[config.mk]
export PLATFORM = sky130hd
export DESIGN_NAME = dmem_access_unit_flat
export DESIGN_NICKNAME = d
export VERILOG_FILES = /design/src/rtl/dmem_access_unit_if.sv /design/src/rtl/dmem_access_unit.sv /design/src/flat_wrapper.sv
export SDC_FILE = /design/constraint.sdc
export NUM_CORES = 1
export LEC_CHECK = 0
export CAP_MARGIN = 0
export CELL_PAD_IN_SITES_DETAIL_PLACEMENT = 0
export CELL_PAD_IN_SITES_GLOBAL_PLACEMENT = 1
export CORE_UTILIZATION = 35
export CTS_CLUSTER_SIZE = 8
export DETAILED_ROUTE_END_ITERATION = 10
export PLACE_DENSITY = 0.94
export SKIP_CTS_REPAIR_TIMING = 1
export SYNTH_ARGS = -nofsm -noshare
export SYNTH_HDL_FRONTEND = slang
export SYNTH_SLANG_ARGS = --single-unit
[constraint.sdc]
create_clock -name clk_i -period 5.2 [get_ports clk_i]
set_input_delay 1.56 -clock clk_i [delete_from_list [all_inputs] [get_ports clk_i]]
set_output_delay 1.56 -clock clk_i [all_outputs]
set_load 0.01 [all_outputs]
[src/rtl/dmem_access_unit_if.sv]
// Shared types for the data-memory access unit and the memory-port interface
// that groups its request/response bus.
package dmem_pkg;
  typedef logic [31:0] word32_t;
  typedef logic [4:0]  rs_tag_t;

  localparam rs_tag_t NO_VAL = '0;

  localparam logic [1:0] SZ_BYTE = 2'b00;
  localparam logic [1:0] SZ_HALF = 2'b01;

  typedef struct packed {
    rs_tag_t tag;
    word32_t val;
  } cdb_t;
endpackage

interface dmem_access_unit_if;
  import dmem_pkg::*;

  logic       req;
  logic       we;
  logic [3:0] be;
  word32_t    addr;
  word32_t    wdata;
  logic       ready;
  logic       rvalid;
  word32_t    rdata;

  modport master (output req, we, be, addr, wdata, input ready, rvalid, rdata);
  modport slave  (input req, we, be, addr, wdata, output ready, rvalid, rdata);
endinterface

[src/rtl/dmem_access_unit.sv]
// Pipelined data-memory access unit: issues LSU heads to the memory port and
// returns load results on the CDB in response order.
module dmem_access_unit
  import dmem_pkg::*;
#(
  parameter int MAX_OUTSTANDING = 4
) (
  input  logic    clk_i,
  input  logic    reset_i,
  input  logic    lsu_empty_i,
  input  logic    lsu_instr_ready_i,
  input  logic    lsu_load_i,
  input  logic [1:0] lsu_size_i,
  input  logic    lsu_unsigned_i,
  input  word32_t lsu_eff_addr_i,
  input  word32_t lsu_st_data_i,
  input  rs_tag_t lsu_ld_tag_i,
  input  logic    lsu_specultative_i,
  input  logic    lsu_corr_pred_i,
  output logic    lsu_read_o,
  output cdb_t    cdb_load_o,
  output logic    misalign_o,
  output rs_tag_t misalign_tag_o,
  dmem_access_unit_if.master dmem
);
  localparam int PTR_W = $clog2(MAX_OUTSTANDING);
  localparam int CNT_W = PTR_W + 1;
  localparam logic [CNT_W-1:0] FULL = CNT_W'(MAX_OUTSTANDING);

  typedef struct packed {
    logic       is_load;
    rs_tag_t    tag;
    logic [1:0] size;
    logic       uns;
    logic [1:0] off;
  } entry_t;

  entry_t           fifo [MAX_OUTSTANDING];
  logic [PTR_W-1:0] wr_ptr, rd_ptr;
  logic [CNT_W-1:0] count;

  logic       req_q, we_q, mis_q;
  logic [3:0] be_q;
  word32_t    addr_q, data_q;
  rs_tag_t    mis_tag_q;

  logic head_valid, squash, misaligned, accept, resp_pop, room, capture;
  logic [3:0] be_next;
  word32_t    data_next, shifted, load_val;
  entry_t     head_e;

  assign head_valid = ~lsu_empty_i & lsu_instr_ready_i;
  assign squash     = head_valid & lsu_specultative_i & ~lsu_corr_pred_i;
  // Reserved size 11 is treated as a word, hence the size[1] test.
  assign misaligned = head_valid & ~squash &
                      (((lsu_size_i == SZ_HALF) & lsu_eff_addr_i[0]) |
                       (lsu_size_i[1] & (lsu_eff_addr_i[1:0] != 2'b00)));
  assign accept     = req_q & dmem.ready;
  assign resp_pop   = dmem.rvalid & (count != '0);
  assign room       = (count < FULL) | resp_pop;
  assign capture    = head_valid & ~squash & ~misaligned & (~req_q | accept) & room;

  // NOTE: the pop is gated by reset so the LSU never loses a head while the unit is held.
  assign lsu_read_o = ~reset_i & (squash | misaligned | capture);

  always_comb begin
    be_next   = 4'b1111;
    data_next = lsu_st_data_i;
    case (lsu_size_i)
      SZ_BYTE: begin
        be_next   = 4'b0001 << lsu_eff_addr_i[1:0];
        data_next = {4{lsu_st_data_i[7:0]}};
      end
      SZ_HALF: begin
        be_next   = 4'b0011 << lsu_eff_addr_i[1:0];
        data_next = {2{lsu_st_data_i[15:0]}};
      end
      default: ;
    endcase
  end

  assign head_e  = fifo[rd_ptr];
  assign shifted = dmem.rdata >> {head_e.off, 3'b000};

  always_comb begin
    load_val = shifted;
    case (head_e.size)
      SZ_BYTE: load_val = {{24{~head_e.uns & shifted[7]}}, shifted[7:0]};
      SZ_HALF: load_val = {{16{~head_e.uns & shifted[15]}}, shifted[15:0]};
      default: ;
    endcase
    cdb_load_o.tag = (resp_pop & head_e.is_load) ? head_e.tag : NO_VAL;
    cdb_load_o.val = load_val;
  end

  always_ff @(posedge clk_i or posedge reset_i) begin
    if (reset_i) begin
      req_q     <= 1'b0;
      we_q      <= 1'b0;
      be_q      <= 4'b0000;
      addr_q    <= '0;
      data_q    <= '0;
      mis_q     <= 1'b0;
      mis_tag_q <= NO_VAL;
      count     <= '0;
      wr_ptr    <= '0;
      rd_ptr    <= '0;
    end else begin
      if (capture) begin
        req_q  <= 1'b1;
        we_q   <= ~lsu_load_i;
        be_q   <= be_next;
        addr_q <= {lsu_eff_addr_i[31:2], 2'b00};
        data_q <= data_next;
      end else if (accept) begin
        req_q <= 1'b0;
      end

      mis_q     <= misaligned;
      mis_tag_q <= (misaligned & lsu_load_i) ? lsu_ld_tag_i : NO_VAL;

      if (capture)  wr_ptr <= wr_ptr + PTR_W'(1);
      if (resp_pop) rd_ptr <= rd_ptr + PTR_W'(1);

      case ({capture, resp_pop})
        2'b10:   count <= count + CNT_W'(1);
        2'b01:   count <= count - CNT_W'(1);
        default: ;
      endcase
    end
  end

  // NOTE: FIFO storage is not reset; only entries below the count are ever read.
  always_ff @(posedge clk_i) begin
    if (capture)
      fifo[wr_ptr] <= '{lsu_load_i, lsu_ld_tag_i, lsu_size_i, lsu_unsigned_i,
                        lsu_eff_addr_i[1:0]};
  end

  assign dmem.req   = req_q;
  assign dmem.we    = we_q;
  assign dmem.be    = be_q;
  assign dmem.addr  = addr_q;
  assign dmem.wdata = data_q;

  assign misalign_o     = mis_q;
  assign misalign_tag_o = mis_tag_q;
endmodule
[src/flat_wrapper.sv]
// flat-port wrapper written by rule: the top's interface ports become plain ports
module dmem_access_unit_flat import dmem_pkg::*;
#(
  parameter int MAX_OUTSTANDING = 4
)
  (clk_i, reset_i, lsu_empty_i, lsu_instr_ready_i, lsu_load_i, lsu_size_i, lsu_unsigned_i, lsu_eff_addr_i, lsu_st_data_i, lsu_ld_tag_i, lsu_specultative_i, lsu_corr_pred_i, lsu_read_o, cdb_load_o, misalign_o, misalign_tag_o, dmem_req, dmem_we, dmem_be, dmem_addr, dmem_wdata, dmem_ready, dmem_rvalid, dmem_rdata);
  dmem_access_unit_if dmem_i ();
  input  logic clk_i;
  input  logic reset_i;
  input  logic lsu_empty_i;
  input  logic lsu_instr_ready_i;
  input  logic lsu_load_i;
  input  logic [1:0] lsu_size_i;
  input  logic lsu_unsigned_i;
  input  word32_t lsu_eff_addr_i;
  input  word32_t lsu_st_data_i;
  input  rs_tag_t lsu_ld_tag_i;
  input  logic lsu_specultative_i;
  input  logic lsu_corr_pred_i;
  output logic lsu_read_o;
  output cdb_t cdb_load_o;
  output logic misalign_o;
  output rs_tag_t misalign_tag_o;
  output wire logic [$bits(dmem_i.req)-1:0] dmem_req;
  output wire logic [$bits(dmem_i.we)-1:0] dmem_we;
  output wire logic [$bits(dmem_i.be)-1:0] dmem_be;
  output wire logic [$bits(dmem_i.addr)-1:0] dmem_addr;
  output wire logic [$bits(dmem_i.wdata)-1:0] dmem_wdata;
  input wire logic [$bits(dmem_i.ready)-1:0] dmem_ready;
  input wire logic [$bits(dmem_i.rvalid)-1:0] dmem_rvalid;
  input wire logic [$bits(dmem_i.rdata)-1:0] dmem_rdata;
  assign dmem_req = dmem_i.req;
  assign dmem_we = dmem_i.we;
  assign dmem_be = dmem_i.be;
  assign dmem_addr = dmem_i.addr;
  assign dmem_wdata = dmem_i.wdata;
  assign dmem_i.ready = dmem_ready;
  assign dmem_i.rvalid = dmem_rvalid;
  assign dmem_i.rdata = dmem_rdata;
  dmem_access_unit #(.MAX_OUTSTANDING(MAX_OUTSTANDING)) u_core (.clk_i(clk_i), .reset_i(reset_i), .lsu_empty_i(lsu_empty_i), .lsu_instr_ready_i(lsu_instr_ready_i), .lsu_load_i(lsu_load_i), .lsu_size_i(lsu_size_i), .lsu_unsigned_i(lsu_unsigned_i), .lsu_eff_addr_i(lsu_eff_addr_i), .lsu_st_data_i(lsu_st_data_i), .lsu_ld_tag_i(lsu_ld_tag_i), .lsu_specultative_i(lsu_specultative_i), .lsu_corr_pred_i(lsu_corr_pred_i), .lsu_read_o(lsu_read_o), .cdb_load_o(cdb_load_o), .misalign_o(misalign_o), .misalign_tag_o(misalign_tag_o), .dmem(dmem_i));
endmodule
---- Word-level counts from Yosys, hierarchy flattened ----
Memory sizes are Yosys's and may differ from the RTL's.
Index checks and enable logic that the tools add are counted.
storage, ports and cells
  bits in writable memories ............... 44
  register bits after elaboration ......... 81
  output and inout port bits .............. 114
  memories kept ........................... 1
memories
  name         depth  bits a word  read ports  clocked after memory_dff  write ports  RTL line                RTL
  u_core.fifo  4      11           1           0                         1            dmem_access_unit.sv:38  entry_t fifo [MAX_OUTSTANDING];
cells by class
  add/sub/neg operators ................... 4
  bitwise gates (word level) .............. 30
  muxes and demuxes ....................... 10
  shift operators ......................... 3
  equality and inequality tests ........... 4
  reductions and logical operators ........ 6
  order comparisons ....................... 1
operators with widths
  kind                 number
  $pmux 32 s2          2
  $shr 32x5->32        1
  $and 1x1->1          17
  $mux 5               2
  $not 1->1            8
  $pmux 4 s2           1
  $eq 2x1->1 const B   3
  $pmux 3 s2           1
  $reduce_bool 2->1    3
  $or 1x1->1           5
  $add 2x1->2 const B  2
  $logic_not 2->1      2
  $mux 1               4
  $shl 1x2->4 const A  1
  $shl 2x2->4 const A  1
  $add 3x1->3 const B  1
  $lt 3x3->1 const B   1
  $reduce_bool 3->1    1
  $sub 3x1->3 const B  1
  $eq 2x2->1 const B   1

---- Logic depth before layout (Yosys ltp) ----
Gate-level depths: netlist (run 1).
  word-level depth ........................ 13
  gate-level depth with buffers ........... 13

---- Worst setup path after synthesis (run 1) ----
OpenSTA, ideal clock, no wires.
  path type ............................... input port to output port
  start point ............................. input port dmem_rdata[31]
  end point ............................... output port cdb_load_o[14] (netlist name)
  buffers on the path ..................... 0
  slack ................................... 1.051 ns
  data arrival time ....................... 2.589 ns
  cell stages on the path ................. 4
  data required time ...................... 3.640 ns
  cells stage by stage .................... mux2i_1 > mux2_4 > or4_1 > o21ai_1
RTL lines
  item         RTL line            RTL
  from (decl)  flat_wrapper.sv:31  input wire logic [$bits(dmem_i.rdata)-1:0] dmem_rdata;
  to (decl)    flat_wrapper.sv:21  output cdb_t cdb_load_o;

==> impl_metrics.prom, run 1 <==
# TYPE chip_impl_metric gauge
chip_impl_info{name="outcome",value="finished, final reports clean"} 1
chip_impl_metric{name="syn-instance-count",unit=""} 535
chip_impl_metric{name="critPathRequiredTime",unit="ns"} 3.64
chip_impl_info{name="most_used_cells_in_the_layout_excluding_fill_and_tap_cells",value="222 x clkdlybuf4s50_1, 159 x nand2_1, 81 x dfrtp_1, 44 x edfxtp_1, 42 x mux2i_1"} 1
chip_impl_metric{name="post_synth.cell_area_avg",unit="um2"} 10.8
chip_impl_metric{name="floorplan.initialDensity",unit="%"} 36.1
chip_impl_metric{name="synth_top_area_share",unit="%"} 35.2
chip_impl_metric{name="cts.htree.levels",unit=""} 4
chip_impl_metric{name="num_rows",unit=""} 46
chip_impl_metric{name="yosys_register_bits",unit=""} 125
chip_impl_info{name="worstSetupStartpointType",value="input pin"} 1
chip_impl_metric{name="core_area",unit="um2"} 15900
chip_impl_metric{name="critical_path.max_fanout",unit=""} 16
chip_impl_metric{name="place_congestion",unit=""} 0.828
chip_impl_metric{name="drtIter0Drc",unit=""} 176
chip_impl_metric{name="antenna_found_initial",unit=""} 0
chip_impl_metric{name="drc",unit=""} 0
chip_impl_metric{name="mappedNetlistArea",unit="um2"} 5750
chip_impl_metric{name="clock_sinks",unit=""} 125
chip_impl_metric{name="grt_first_pass_wirelength",unit="um"} 24800
chip_impl_metric{name="port_buffers",unit=""} 224
chip_impl_metric{name="via_count",unit=""} 4791
chip_impl_info{name="clock-root-buffer",value="clkbuf_16"} 1
chip_impl_metric{name="clk-insertion-delay-late",unit="ns"} 0.41
chip_impl_metric{name="max_cap_viol_count",unit=""} 0
chip_impl_metric{name="clk_pin_slew_worst_paths",unit="ns"} 0.06
chip_impl_metric{name="wire_per_inst",unit="um"} 15.9
chip_impl_info{name="hp-class",value="reg -> reg"} 1
chip_impl_metric{name="ir_worst_vdd",unit="uV"} 278
chip_impl_metric{name="fp.dieH",unit="um"} 130
chip_impl_metric{name="grt_pass1_vias",unit=""} 4793
chip_impl_metric{name="maxClockFrequency",unit="MHz"} 197
chip_impl_metric{name="whs",unit="ns"} 0.471
chip_impl_metric{name="design.final.nets",unit=""} 886
chip_impl_info{name="critical_path.endpoint_type",value="primary output"} 1
chip_impl_metric{name="timing.slew.headroom",unit="%"} 30.0
chip_impl_metric{name="drtPass1Iterations",unit=""} 5
chip_impl_metric{name="finalHoldViolations",unit=""} 0
chip_impl_metric{name="timing_worst_slew_pin_value",unit="ns"} 1.05
chip_impl_metric{name="synth.yosys.seq_area_share",unit="%"} 58.2
chip_impl_info{name="netlist_top_cells_area",value="dfrtp_1 35%, edfxtp_1 23%, nand2_1 10%, mux2i_1 7.3%, mux4_2 3.5%"} 1
chip_impl_metric{name="antennaDiodeCount",unit=""} 0
chip_impl_metric{name="die-width",unit="um"} 130
chip_impl_metric{name="remaining_antenna_violation_count_after_routing",unit=""} 0
chip_impl_metric{name="power.total",unit="mW"} 4.58
chip_impl_metric{name="arrival",unit="ns"} 3.52
chip_impl_metric{name="cts_buffer_depth",unit=""} 2
chip_impl_info{name="synth_area_leader_cell",value="dfrtp_1"} 1
chip_impl_metric{name="global_route.usage.total",unit="%"} 19.5
chip_impl_metric{name="final.setup_skew",unit="ns"} 0.00425
chip_impl_info{name="layout_commonest_cell",value="clkdlybuf4s50_1"} 1
chip_impl_metric{name="pin_count",unit=""} 227
chip_impl_metric{name="die_area",unit="um2"} 17000
chip_impl_metric{name="yosysUniqueCellTypes",unit=""} 42
chip_impl_metric{name="slew_violations",unit=""} 0
chip_impl_metric{name="finalWirelength",unit="um"} 15800
chip_impl_metric{name="synth_warnings",unit=""} 0
chip_impl_info{name="tritoncts_clock_tree",value="done"} 1
chip_impl_metric{name="drt-vias-per-instance",unit=""} 4.81
chip_impl_metric{name="power.density_cell_area",unit="nW/um2"} 517
chip_impl_metric{name="grt_start_max_net_pins",unit=""} 91
chip_impl_metric{name="power.leakage",unit="nW"} 3.85
chip_impl_metric{name="syn2layout_area_growth",unit="%"} 54.0
chip_impl_metric{name="cts-buffers-inserted",unit=""} 17
chip_impl_metric{name="globalRouteOverflowTotal",unit=""} 0
chip_impl_metric{name="timing.final.crit_share",unit="%"} 97.7
chip_impl_metric{name="share_of_layout_cells_above_drive_strength_1",unit="%"} 8.08
chip_impl_info{name="critical_path_class",value="in -> out"} 1
chip_impl_metric{name="final.min_clock_period",unit="ns"} 5.08
chip_impl_metric{name="finalSetupViolations",unit=""} 0
chip_impl_info{name="rsz0062_at_grt",value="no"} 1
chip_impl_metric{name="dpl.hpwl",unit="um"} 11400
==> critical path, cell delays in order <==
cell             delay [ns]
clkdlybuf4s50_1        0.42
mux2i_1                0.25
mux2_4                 0.22
inv_2                  0.05
o211ai_4               0.35
o21ai_0                0.16
clkdlybuf4s50_1        0.50
==> registers in the layout, indices dropped and copies added, names as in the netlist <==
name,count
u_core.fifo,44
u_core.dmem.wdata,32
u_core.dmem.addr,30
u_core.misalign_tag_o,5
u_core.dmem.be,4
u_core.count,3
u_core.rd_ptr,2
u_core.wr_ptr,2
u_core.dmem.req,1
u_core.dmem.we,1
u_core.misalign_o,1
==> power breakdown <==
group          switching (mW)  internal, mW
registers               0.139          1.26
clock network           0.434         0.707
logic                   0.925          1.11
==> metrics by stage <==
step	setup WS [ns]	TNS [ns]	instance area [um2]	std cells	utilization [%]
after floorplan	1.05	0	5760	536	-
after global placement	-0.0125	-0.0436	8280	964	51.9
after detailed placement	-0.0823	-0.452	8280	964	51.9
after CTS	-0.0878	-0.513	8850	996	55.5
after global routing	0.00402	0	8860	996	55.6
final	0.119	0	8860	996	55.6
==> synth_stat cells <==
| master | number |
|---|---|
| inv_1 | 7 |
| a311oi_1 | 1 |
| fa_1 | 1 |
| nand3b_1 | 1 |
| edfxtp_1 | 44 |
| o21ai_1 | 15 |
| mux2i_1 | 42 |
| xnor2_1 | 3 |
| a22oi_1 | 1 |
| nand2_1 | 159 |
| nor2_1 | 17 |
| a211oi_1 | 7 |
| o211ai_1 | 1 |
| and4b_1 | 1 |
| or4_1 | 1 |
| buf_6 | 1 |
| nor3b_1 | 1 |
| a22o_1 | 1 |
| o31a_1 | 1 |
| buf_4 | 3 |
| conb_1 | 1 |
| o211ai_2 | 1 |
| o21a_1 | 1 |
| nand2b_1 | 6 |
| and2_1 | 7 |
| o21bai_1 | 1 |
| inv_2 | 2 |
| ha_1 | 5 |
| buf_2 | 3 |
| xor2_1 | 3 |
| mux2_4 | 1 |
| mux4_2 | 9 |
| and3_1 | 14 |
| mux4_1 | 2 |
| dfrtp_1 | 81 |
| a21oi_1 | 26 |
| nor2b_1 | 8 |
| or2_2 | 1 |
| buf_1 | 6 |
| o21ai_0 | 29 |
| a31oi_1 | 2 |
| clkbuf_1 | 18 |
==> final cells by class <==
class                           count  area, um2
Clock buffer                       19        433
Clock inverter                     13        138
Fill cell                        1364       7080
Inverter                            9       35.0
Multi-Input combinational cell    371       2250
Sequential cell                   125       3350
Tap cell                          216        270
Timing Repair Buffer              243       2390
==> path summary, 6_finish.rpt <==
check | slack, ns | to | start | depth (start not counted)
setup / recovery | 0.12 | cdb_load_o[20] | dmem_rdata[31] | 7
hold / removal | 0.47 | u_core.dmem.addr[25]$_DFFE_PP0P_ | u_core.dmem.addr[25]$_DFFE_PP0P_ | 2
setup reg to reg | 3.00 | u_core.dmem.wdata[12]$_DFFE_PP0P_ | u_core.count[2]$_DFFE_PP0P_ | 6
hold reg to reg | 0.47 | u_core.dmem.addr[25]$_DFFE_PP0P_ | u_core.dmem.addr[25]$_DFFE_PP0P_ | 2
max in group asynchronous | 2.71 | u_core.dmem.wdata[1]$_DFFE_PP0P_ | reset_i | 3
min in group asynchronous | 1.71 | u_core.dmem.we$_DFFE_PP0P_ | reset_i | 2
==> routing by layer <==
| metal | vias to the layer above | part of all wire, % | GRT usage (%) |
|---|---|---|---|
| met3 | 20 | 13 | 9.59 |
| li1 | 2297 | - | - |
| met4 | 0 | 1.5 | 6.50 |
| met2 | 207 | 47 | 31.7 |
| met5 | - | 0 | 0 |
| met1 | 2267 | 39 | 22.4 |
==> logic make-up after synthesis <==
family | Yosys count | synth area share (%)
AO/OA/AOI/OAI | 87 | 8.42
XOR/XNOR | 6 | 0.914
adder cells (fa/ha/maj) | 6 | 1.44
buffers and inverters | 40 | 3.00
flip-flops | 125 | 58.2
multiplexers | 54 | 12.0
other | 1 | 0.0652
AND/OR/NAND/NOR | 216 | 16.0
No activity file was read; power rests on OpenSTA's default activity.
==> run 2: changes to the inputs <==
--- a/config.mk
+++ b/config.mk
@@ -5,13 +5,14 @@
 export SDC_FILE = /design/constraint.sdc
 export NUM_CORES = 1
 export LEC_CHECK = 0
+export ABC_AREA = 1
 export CAP_MARGIN = 0
 export CELL_PAD_IN_SITES_DETAIL_PLACEMENT = 0
 export CELL_PAD_IN_SITES_GLOBAL_PLACEMENT = 1
 export CORE_UTILIZATION = 35
 export CTS_CLUSTER_SIZE = 8
 export DETAILED_ROUTE_END_ITERATION = 10
-export PLACE_DENSITY = 0.94
+export PLACE_DENSITY = 0.95
 export SKIP_CTS_REPAIR_TIMING = 1
 export SYNTH_ARGS = -nofsm -noshare
 export SYNTH_HDL_FRONTEND = slang
==> impl_metrics.prom, run 2 <==
# TYPE chip_impl_metric gauge
chip_impl_metric{name="via_count",unit=""} 5499
chip_impl_metric{name="setup_tns",unit="ns"} 0
chip_impl_metric{name="synth_simple_gate_area_share",unit="%"} 28.6
chip_impl_metric{name="port_buffers",unit=""} 224
chip_impl_metric{name="async_reset_ff_share",unit="%"} 64.8
chip_impl_metric{name="synthAdderAreaFrac",unit="%"} 1.34
chip_impl_info{name="slowest_stage",value="clkdlybuf4s50_1"} 1
chip_impl_metric{name="grt_pass1_vias",unit=""} 5317
chip_impl_metric{name="drtIter0Drc",unit=""} 265
chip_impl_info{name="ys_flop_type",value="dfrtp_1"} 1
chip_impl_metric{name="core_area",unit="um2"} 17200
chip_impl_metric{name="finalWirelength",unit="um"} 17000
chip_impl_metric{name="timing_worst_slew_pin_value",unit="ns"} 1.11
chip_impl_metric{name="multi_input_area",unit="um2"} 2400
chip_impl_metric{name="synth_edf_count",unit=""} 44
chip_impl_metric{name="slew_violations",unit=""} 0
chip_impl_info{name="hp-class",value="reg -> reg"} 1
chip_impl_metric{name="synth_compound_gate_area_share",unit="%"} 8.18
chip_impl_metric{name="crit_path_buf_inv_count",unit=""} 3
chip_impl_metric{name="final.setup_skew",unit="ns"} 0.0152
chip_impl_metric{name="global_route.usage.total",unit="%"} 19.1
chip_impl_metric{name="floorplan.initialDensity",unit="%"} 35.7
chip_impl_info{name="worst_r2r_startpoint",value="u_core.count[2]$_DFFE_PP0P_"} 1
chip_impl_metric{name="timing.slew.headroom",unit="%"} 25.5
chip_impl_metric{name="synth_warnings",unit=""} 0
chip_impl_metric{name="pre_cts_slack",unit="ns"} 0.149
chip_impl_metric{name="power.density_cell_area",unit="nW/um2"} 564
chip_impl_info{name="outcome",value="finished, final reports clean"} 1
chip_impl_info{name="netlist_top_cells_area",value="dfrtp_1 33%, edfxtp_1 21%, nand2_1 17%, o21ai_0 5.8%, nand3_1 3.8%"} 1
chip_impl_metric{name="share_of_layout_cells_above_drive_strength_1",unit="%"} 8.47
chip_impl_info{name="synth_area_leader_cell",value="dfrtp_1"} 1
chip_impl_metric{name="cts.htree.levels",unit=""} 4
chip_impl_info{name="worstReg2RegEnd",value="u_core.count[2]$_DFFE_PP0P_"} 1
chip_impl_metric{name="count_of_placed_standard_cells_in_the_final_layout_fillers_left_out",unit=""} 1181
chip_impl_metric{name="power.total",unit="mW"} 5.15
chip_impl_metric{name="max_cap_viol_count",unit=""} 0
chip_impl_metric{name="synth.yosys.seq_area_share",unit="%"} 54.5
chip_impl_metric{name="syn2layout_area_growth",unit="%"} 48.7
chip_impl_metric{name="dpl.hpwl",unit="um"} 12000
chip_impl_metric{name="fp.dieH",unit="um"} 135
chip_impl_metric{name="globalRouteOverflowTotal",unit=""} 0
chip_impl_metric{name="post_synth.cell_area_avg",unit="um2"} 8.49
chip_impl_info{name="worst_hold_startpoint",value="u_core.dmem.addr[25]$_DFFE_PP0P_"} 1
chip_impl_metric{name="clk_pin_slew_worst_paths",unit="ns"} 0.06
chip_impl_metric{name="maxClockFrequency",unit="MHz"} 201
chip_impl_metric{name="whs",unit="ns"} 0.480
chip_impl_info{name="synth_top_family_by_area",value="simple AND/OR/NAND/NOR gates"} 1
chip_impl_info{name="layout_commonest_cell",value="nand2_1"} 1
chip_impl_metric{name="finalCoreUtilization",unit="%"} 53.0
chip_impl_metric{name="place_area",unit="um2"} 8550
chip_impl_metric{name="number_of_flip_flops_in_the_largest_register",unit=""} 44
chip_impl_info{name="worstSetupStartpointType",value="input pin"} 1
chip_impl_metric{name="reg2reg_slack",unit="ns"} 2.45
chip_impl_info{name="crit_path_start",value="dmem_ready"} 1
chip_impl_metric{name="antenna_found_initial",unit=""} 0
chip_impl_info{name="tritoncts_clock_tree",value="done"} 1
chip_impl_metric{name="critical_path.max_fanout",unit=""} 2
chip_impl_metric{name="cts-buffers-inserted",unit=""} 17
chip_impl_info{name="most_used_cells_in_the_layout_excluding_fill_and_tap_cells",value="280 x nand2_1, 224 x clkdlybuf4s50_1, 81 x dfrtp_1, 71 x o21ai_0, 50 x nor2_1"} 1
chip_impl_metric{name="worst-r2r-cell-count",unit=""} 11
chip_impl_metric{name="filler_cell_count_in_the_final_layout",unit=""} 1574
chip_impl_metric{name="drt-vias-per-instance",unit=""} 4.66
chip_impl_info{name="post-synth-top-count-cell",value="nand2_1"} 1
chip_impl_metric{name="die_area",unit="um2"} 18100
chip_impl_metric{name="power.leakage",unit="nW"} 4.19
chip_impl_metric{name="ir_worst_vdd",unit="uV"} 354
chip_impl_info{name="crit_path_cell_trace",value="clkdlybuf4s50_1 -> nor2_1 -> inv_1 -> o21ai_0 -> nor2_1 -> nand2_4 -> a21oi_1 -> clkdlybuf4s50_1"} 1
chip_impl_metric{name="wire_per_inst",unit="um"} 14.4
chip_impl_metric{name="mappedNetlistArea",unit="um2"} 6150
chip_impl_metric{name="dp_cells",unit=""} 1149
chip_impl_metric{name="remaining_antenna_violation_count_after_routing",unit=""} 0
chip_impl_metric{name="final.min_clock_period",unit="ns"} 4.96
chip_impl_info{name="critical_path.endpoint_type",value="primary output"} 1
chip_impl_metric{name="antennaDiodeCount",unit=""} 0
chip_impl_metric{name="grt_start_max_net_pins",unit=""} 53
chip_impl_metric{name="place_congestion",unit=""} 0.855
chip_impl_metric{name="num_rows",unit=""} 48
chip_impl_metric{name="clock_sinks",unit=""} 125
chip_impl_metric{name="drc",unit=""} 0
chip_impl_metric{name="drtPass1Iterations",unit=""} 4
chip_impl_metric{name="finalSetupViolations",unit=""} 0
chip_impl_metric{name="cts_buffer_depth",unit=""} 2
chip_impl_info{name="critical_path_class",value="in -> out"} 1
chip_impl_metric{name="finalHoldViolations",unit=""} 0
chip_impl_metric{name="worst_path_largest_cell_delay",unit="ns"} 0.55
chip_impl_info{name="rsz0062_at_grt",value="no"} 1
chip_impl_metric{name="synth_xor_area_share",unit="%"} 0.712
chip_impl_info{name="min_delay_worst_endpoint",value="u_core.dmem.addr[25]$_DFFE_PP0P_"} 1
chip_impl_metric{name="fin_area",unit="um2"} 9140
chip_impl_metric{name="critPathRequiredTime",unit="ns"} 3.64
chip_impl_metric{name="hold-path-cell-count",unit=""} 2
chip_impl_metric{name="yosysUniqueCellTypes",unit=""} 32
chip_impl_metric{name="clk-insertion-delay-late",unit="ns"} 0.41
chip_impl_info{name="timing.critical_path.max_delay_family",value="buffers and inverters"} 1
chip_impl_metric{name="arrival",unit="ns"} 3.40
chip_impl_metric{name="die-width",unit="um"} 135
chip_impl_metric{name="timing.final.crit_share",unit="%"} 95.4
chip_impl_metric{name="design.final.nets",unit=""} 1062
chip_impl_metric{name="pin_count",unit=""} 227
chip_impl_info{name="list_of_most_frequent_post_synthesis_cells",value="280 x nand2_1, 81 x dfrtp_1, 71 x o21ai_0"} 1
chip_impl_info{name="biggest_register",value="u_core.fifo"} 1
chip_impl_metric{name="synth_top_area_share",unit="%"} 33.0
chip_impl_metric{name="post_synth_mux_area_share",unit="%"} 0
chip_impl_metric{name="setup_ws_final",unit="ns"} 0.237
chip_impl_metric{name="yosys_register_bits",unit=""} 125
chip_impl_info{name="clock-root-buffer",value="clkbuf_16"} 1
chip_impl_metric{name="grt_first_pass_wirelength",unit="um"} 27000
chip_impl_metric{name="syn-instance-count",unit=""} 724
chip_impl_metric{name="regArea",unit="um2"} 3350
run 2: changes by cell type after synthesis, moves of 8 or more:
cell and delta:
nand2_1 +121, nand3_1 +47, mux2i_1 -42, o21ai_0 +42
inv_1 +34, nor2_1 +33, nand3_2 +16, and3_1 -14
buf_2 +14, o21ai_1 -14, a21oi_1 -9, clkbuf_1 -9
mux4_2 -9, nor2b_1 -8
run 2: worst max path at each step:
stage / endpoint / slack (ns) / cells past startpoint
after global placement: lsu_read_o / 0.12 / 8
after floorplan: lsu_read_o / 1.09 / 8
after CTS: lsu_read_o / 0.12 / 8
final: lsu_read_o / 0.24 / 8
after global routing: lsu_read_o / 0.06 / 8
after detailed placement: lsu_read_o / 0.15 / 8
run 2: final cells by class:
class,count,share of cell area (%)
timing repair buffer,238,25.7
clock inverter,15,1.81
tap,225,3.08
inverter,45,1.92
sequential,125,36.6
multi-input combinational,516,26.2
clock buffer,17,4.65
run 2: per-layer routing:
layer | global-route usage (%) | part of all wire (%) | routed length [um]
met1 | 23.7 | 42 | 7160
met2 | 31.3 | 47 | 7970
met3 | 6.83 | 10 | 1760
met4 | 5.62 | 0.79 | 134
met5 | 0 | 0 | 0
run 2: power breakdown:
part	internal (mW)	switching (mW)	total (mW)
Sequential	1.26	0.169	1.43
Combinational	1.27	1.29	2.56
Clock	0.645	0.514	1.16
Total	3.18	1.98	5.15
run 2: logic make-up after synthesis:
family                     after synthesis
AOI/OAI and AO/OA                       97
xor gates and xnor gates                 5
adders and majority gates                6
buffers and inverters                   84
DFF                                    125
other                                    1
and+or+nand+nor                        406
run 2: worst register-to-register path: stages, from the launching register on:
cell     delay, ns
dfrtp_1       0.32
inv_1         0.06
o21ai_0       0.50
nor2_1        0.17
nand2_4       0.09
buf_4         0.40
ha_1          0.25
inv_1         0.07
fa_1          0.38
a21oi_1       0.14
o21ai_0       0.11
xor2_1        0.15
==> run 3: changes to the inputs <==
--- a/config.mk
+++ b/config.mk
@@ -9,6 +9,7 @@
 export CAP_MARGIN = 0
 export CELL_PAD_IN_SITES_DETAIL_PLACEMENT = 0
 export CELL_PAD_IN_SITES_GLOBAL_PLACEMENT = 1
+export CORE_MARGIN = 8
 export CORE_UTILIZATION = 35
 export CTS_CLUSTER_SIZE = 8
 export DETAILED_ROUTE_END_ITERATION = 10
==> impl_metrics.prom, run 3 (same netlist as run 2, synthesis figures left out) <==
# TYPE chip_impl_metric gauge
chip_impl_info{name="outcome",value="finished, final reports clean"} 1
chip_impl_metric{name="dpl.hpwl",unit="um"} 13900
chip_impl_metric{name="count_of_placed_standard_cells_in_the_final_layout_fillers_left_out",unit=""} 1179
chip_impl_metric{name="power.switching_fraction",unit="%"} 37.7
chip_impl_info{name="worst_hold_startpoint",value="u_core.dmem.addr[19]$_DFFE_PP0P_"} 1
chip_impl_metric{name="wire_per_inst",unit="um"} 16.3
chip_impl_metric{name="number_of_flip_flops_in_the_largest_register",unit=""} 44
chip_impl_metric{name="fp.dieH",unit="um"} 149
chip_impl_metric{name="final.setup_skew",unit="ns"} 0.0104
chip_impl_metric{name="globalRouteOverflowTotal",unit=""} 0
chip_impl_metric{name="ir_worst_vdd",unit="uV"} 390
chip_impl_metric{name="clock_sinks",unit=""} 125
chip_impl_metric{name="die-width",unit="um"} 149
chip_impl_metric{name="place_congestion",unit=""} 0.882
chip_impl_info{name="worstSetupStartpointType",value="input pin"} 1
chip_impl_metric{name="power.leakage",unit="nW"} 4.16
chip_impl_metric{name="timing.final.crit_share",unit="%"} 95.5
chip_impl_metric{name="critical_path.max_fanout",unit=""} 2
chip_impl_metric{name="share_of_layout_cells_above_drive_strength_1",unit="%"} 8.18
chip_impl_metric{name="pin_count",unit=""} 227
chip_impl_metric{name="antenna_found_initial",unit=""} 0
chip_impl_info{name="most_used_cells_in_the_layout_excluding_fill_and_tap_cells",value="280 x nand2_1, 224 x clkdlybuf4s50_1, 81 x dfrtp_1, 71 x o21ai_0, 50 x nor2_1"} 1
chip_impl_info{name="worst_r2r_startpoint",value="u_core.dmem.req$_DFFE_PP0P_"} 1
chip_impl_metric{name="syn2layout_area_growth",unit="%"} 48.3
chip_impl_metric{name="maxClockFrequency",unit="MHz"} 201
chip_impl_metric{name="drc",unit=""} 0
chip_impl_metric{name="arrival",unit="ns"} 3.41
chip_impl_info{name="tritoncts_clock_tree",value="done"} 1
chip_impl_info{name="critical_path.endpoint_type",value="primary output"} 1
chip_impl_metric{name="clk-insertion-delay-late",unit="ns"} 0.41
chip_impl_metric{name="clk_pin_slew_worst_paths",unit="ns"} 0.06
chip_impl_metric{name="cts-buffers-inserted",unit=""} 17
chip_impl_metric{name="drt-vias-per-instance",unit=""} 4.71
chip_impl_info{name="critical_path_class",value="in -> out"} 1
chip_impl_metric{name="grt_start_max_net_pins",unit=""} 98
chip_impl_metric{name="finalCoreUtilization",unit="%"} 52.9
chip_impl_metric{name="drtIter0Drc",unit=""} 286
chip_impl_metric{name="remaining_antenna_violation_count_after_routing",unit=""} 0
chip_impl_metric{name="place_area",unit="um2"} 8530
chip_impl_metric{name="dp_cells",unit=""} 1147
chip_impl_metric{name="num_rows",unit=""} 48
chip_impl_metric{name="power.total",unit="mW"} 5.21
chip_impl_metric{name="grt_first_pass_wirelength",unit="um"} 30100
chip_impl_metric{name="setup_tns",unit="ns"} 0
chip_impl_metric{name="power.clock.fraction",unit="%"} 22.7
chip_impl_metric{name="max_cap_viol_count",unit=""} 0
chip_impl_metric{name="slew_violations",unit=""} 0
chip_impl_metric{name="finalWirelength",unit="um"} 19200
chip_impl_metric{name="seqPwrFrac",unit="%"} 27.4
chip_impl_metric{name="finalSetupViolations",unit=""} 0
chip_impl_metric{name="drtPass1Iterations",unit=""} 5
chip_impl_metric{name="setup_ws_final",unit="ns"} 0.234
chip_impl_metric{name="fin_area",unit="um2"} 9120
chip_impl_metric{name="via_count",unit=""} 5553
chip_impl_metric{name="design.final.nets",unit=""} 1060
chip_impl_metric{name="global_route.usage.total",unit="%"} 17.3
chip_impl_metric{name="core_area",unit="um2"} 17200
chip_impl_info{name="layout_commonest_cell",value="nand2_1"} 1
chip_impl_info{name="clock-root-buffer",value="clkbuf_16"} 1
chip_impl_metric{name="timing_worst_slew_pin_value",unit="ns"} 1.10
chip_impl_metric{name="port_buffers",unit=""} 224
chip_impl_info{name="biggest_register",value="u_core.fifo"} 1
chip_impl_info{name="hp-class",value="reg -> reg"} 1
chip_impl_metric{name="pre_cts_slack",unit="ns"} 0.253
chip_impl_info{name="crit_path_start",value="lsu_instr_ready_i"} 1
chip_impl_metric{name="whs",unit="ns"} 0.479
chip_impl_metric{name="floorplan.initialDensity",unit="%"} 35.7
chip_impl_metric{name="timing.slew.headroom",unit="%"} 26.2
chip_impl_metric{name="cts_buffer_depth",unit=""} 2
chip_impl_metric{name="antennaDiodeCount",unit=""} 0
chip_impl_metric{name="final.min_clock_period",unit="ns"} 4.97
chip_impl_metric{name="power.density_cell_area",unit="nW/um2"} 572
chip_impl_metric{name="finalHoldViolations",unit=""} 0
chip_impl_metric{name="p_sw",unit="mW"} 1.97
chip_impl_metric{name="cts.htree.levels",unit=""} 4
chip_impl_metric{name="comb_power_share",unit="%"} 49.9
chip_impl_metric{name="critPathRequiredTime",unit="ns"} 3.64
chip_impl_metric{name="grt_pass1_vias",unit=""} 5656
chip_impl_metric{name="power_report.internal_total",unit="mW"} 3.25
chip_impl_metric{name="die_area",unit="um2"} 22100
chip_impl_info{name="rsz0062_at_grt",value="no"} 1
## run 3: cell types whose count changed in the layout (fill, tap and decap cells not counted), sizes merged
cell | previous run | this run
clkinvlp | 1 | 4
clkinv | 6 | 4
bufinv | 0 | 2
inv | 53 | 50
buf | 14 | 12
## run 3: layout make-up
class	count	area [um2]
inverters	45	175
repair buffers	236	2330
clock buffers	17	425
multi-input cells	516	2390
fillers	1556	8120
clock inverters	15	161
well taps	225	282
flip-flops and latches	125	3350
## run 3: power groups by stage
stage	Combinational, mW	Sequential (mW)	Clock [mW]
final	2.60	1.43	1.18
after global routing	2.88	1.46	1.24
after CTS	2.64	1.43	1.20
after detailed placement	2.63	1.44	0
after global placement	2.61	1.43	0
after floorplan	1.29	1.50	0
## run 3: critical path: stages
cell and delay [ns]:
clkdlybuf4s50_1 0.45, inv_1 0.03, nor2_1 0.18, o21ai_0 0.16, nor2_1 0.19, nand2_2 0.07
a21oi_1 0.15, clkdlybuf4s50_1 0.62
## run 3: final timing paths
kind / cells after the start / end / slack [ns]
worst min-delay path: 2 / u_core.dmem.addr[19]$_DFFE_PP0P_ / 0.48
worst max register to register: 13 / u_core.count[2]$_DFFE_PP0P_ / 2.30
worst min register to register: 2 / u_core.dmem.addr[19]$_DFFE_PP0P_ / 0.48
max in group asynchronous: 3 / u_core.dmem.wdata[0]$_DFFE_PP0P_ / 2.85
min in group asynchronous: 2 / u_core.dmem.wdata[24]$_DFFE_PP0P_ / 1.58
worst max-delay path: 8 / lsu_read_o / 0.23
## run 3: per-layer routing
metal | up-vias | global-route usage, % | wire, um
met2 | 225 | 26.9 | 8680
met3 | 12 | 9.81 | 2680
met1 | 2549 | 20.1 | 7650
li1 | 2767 | - | -
met5 | - | 0 | 0
met4 | 0 | 4.33 | 155
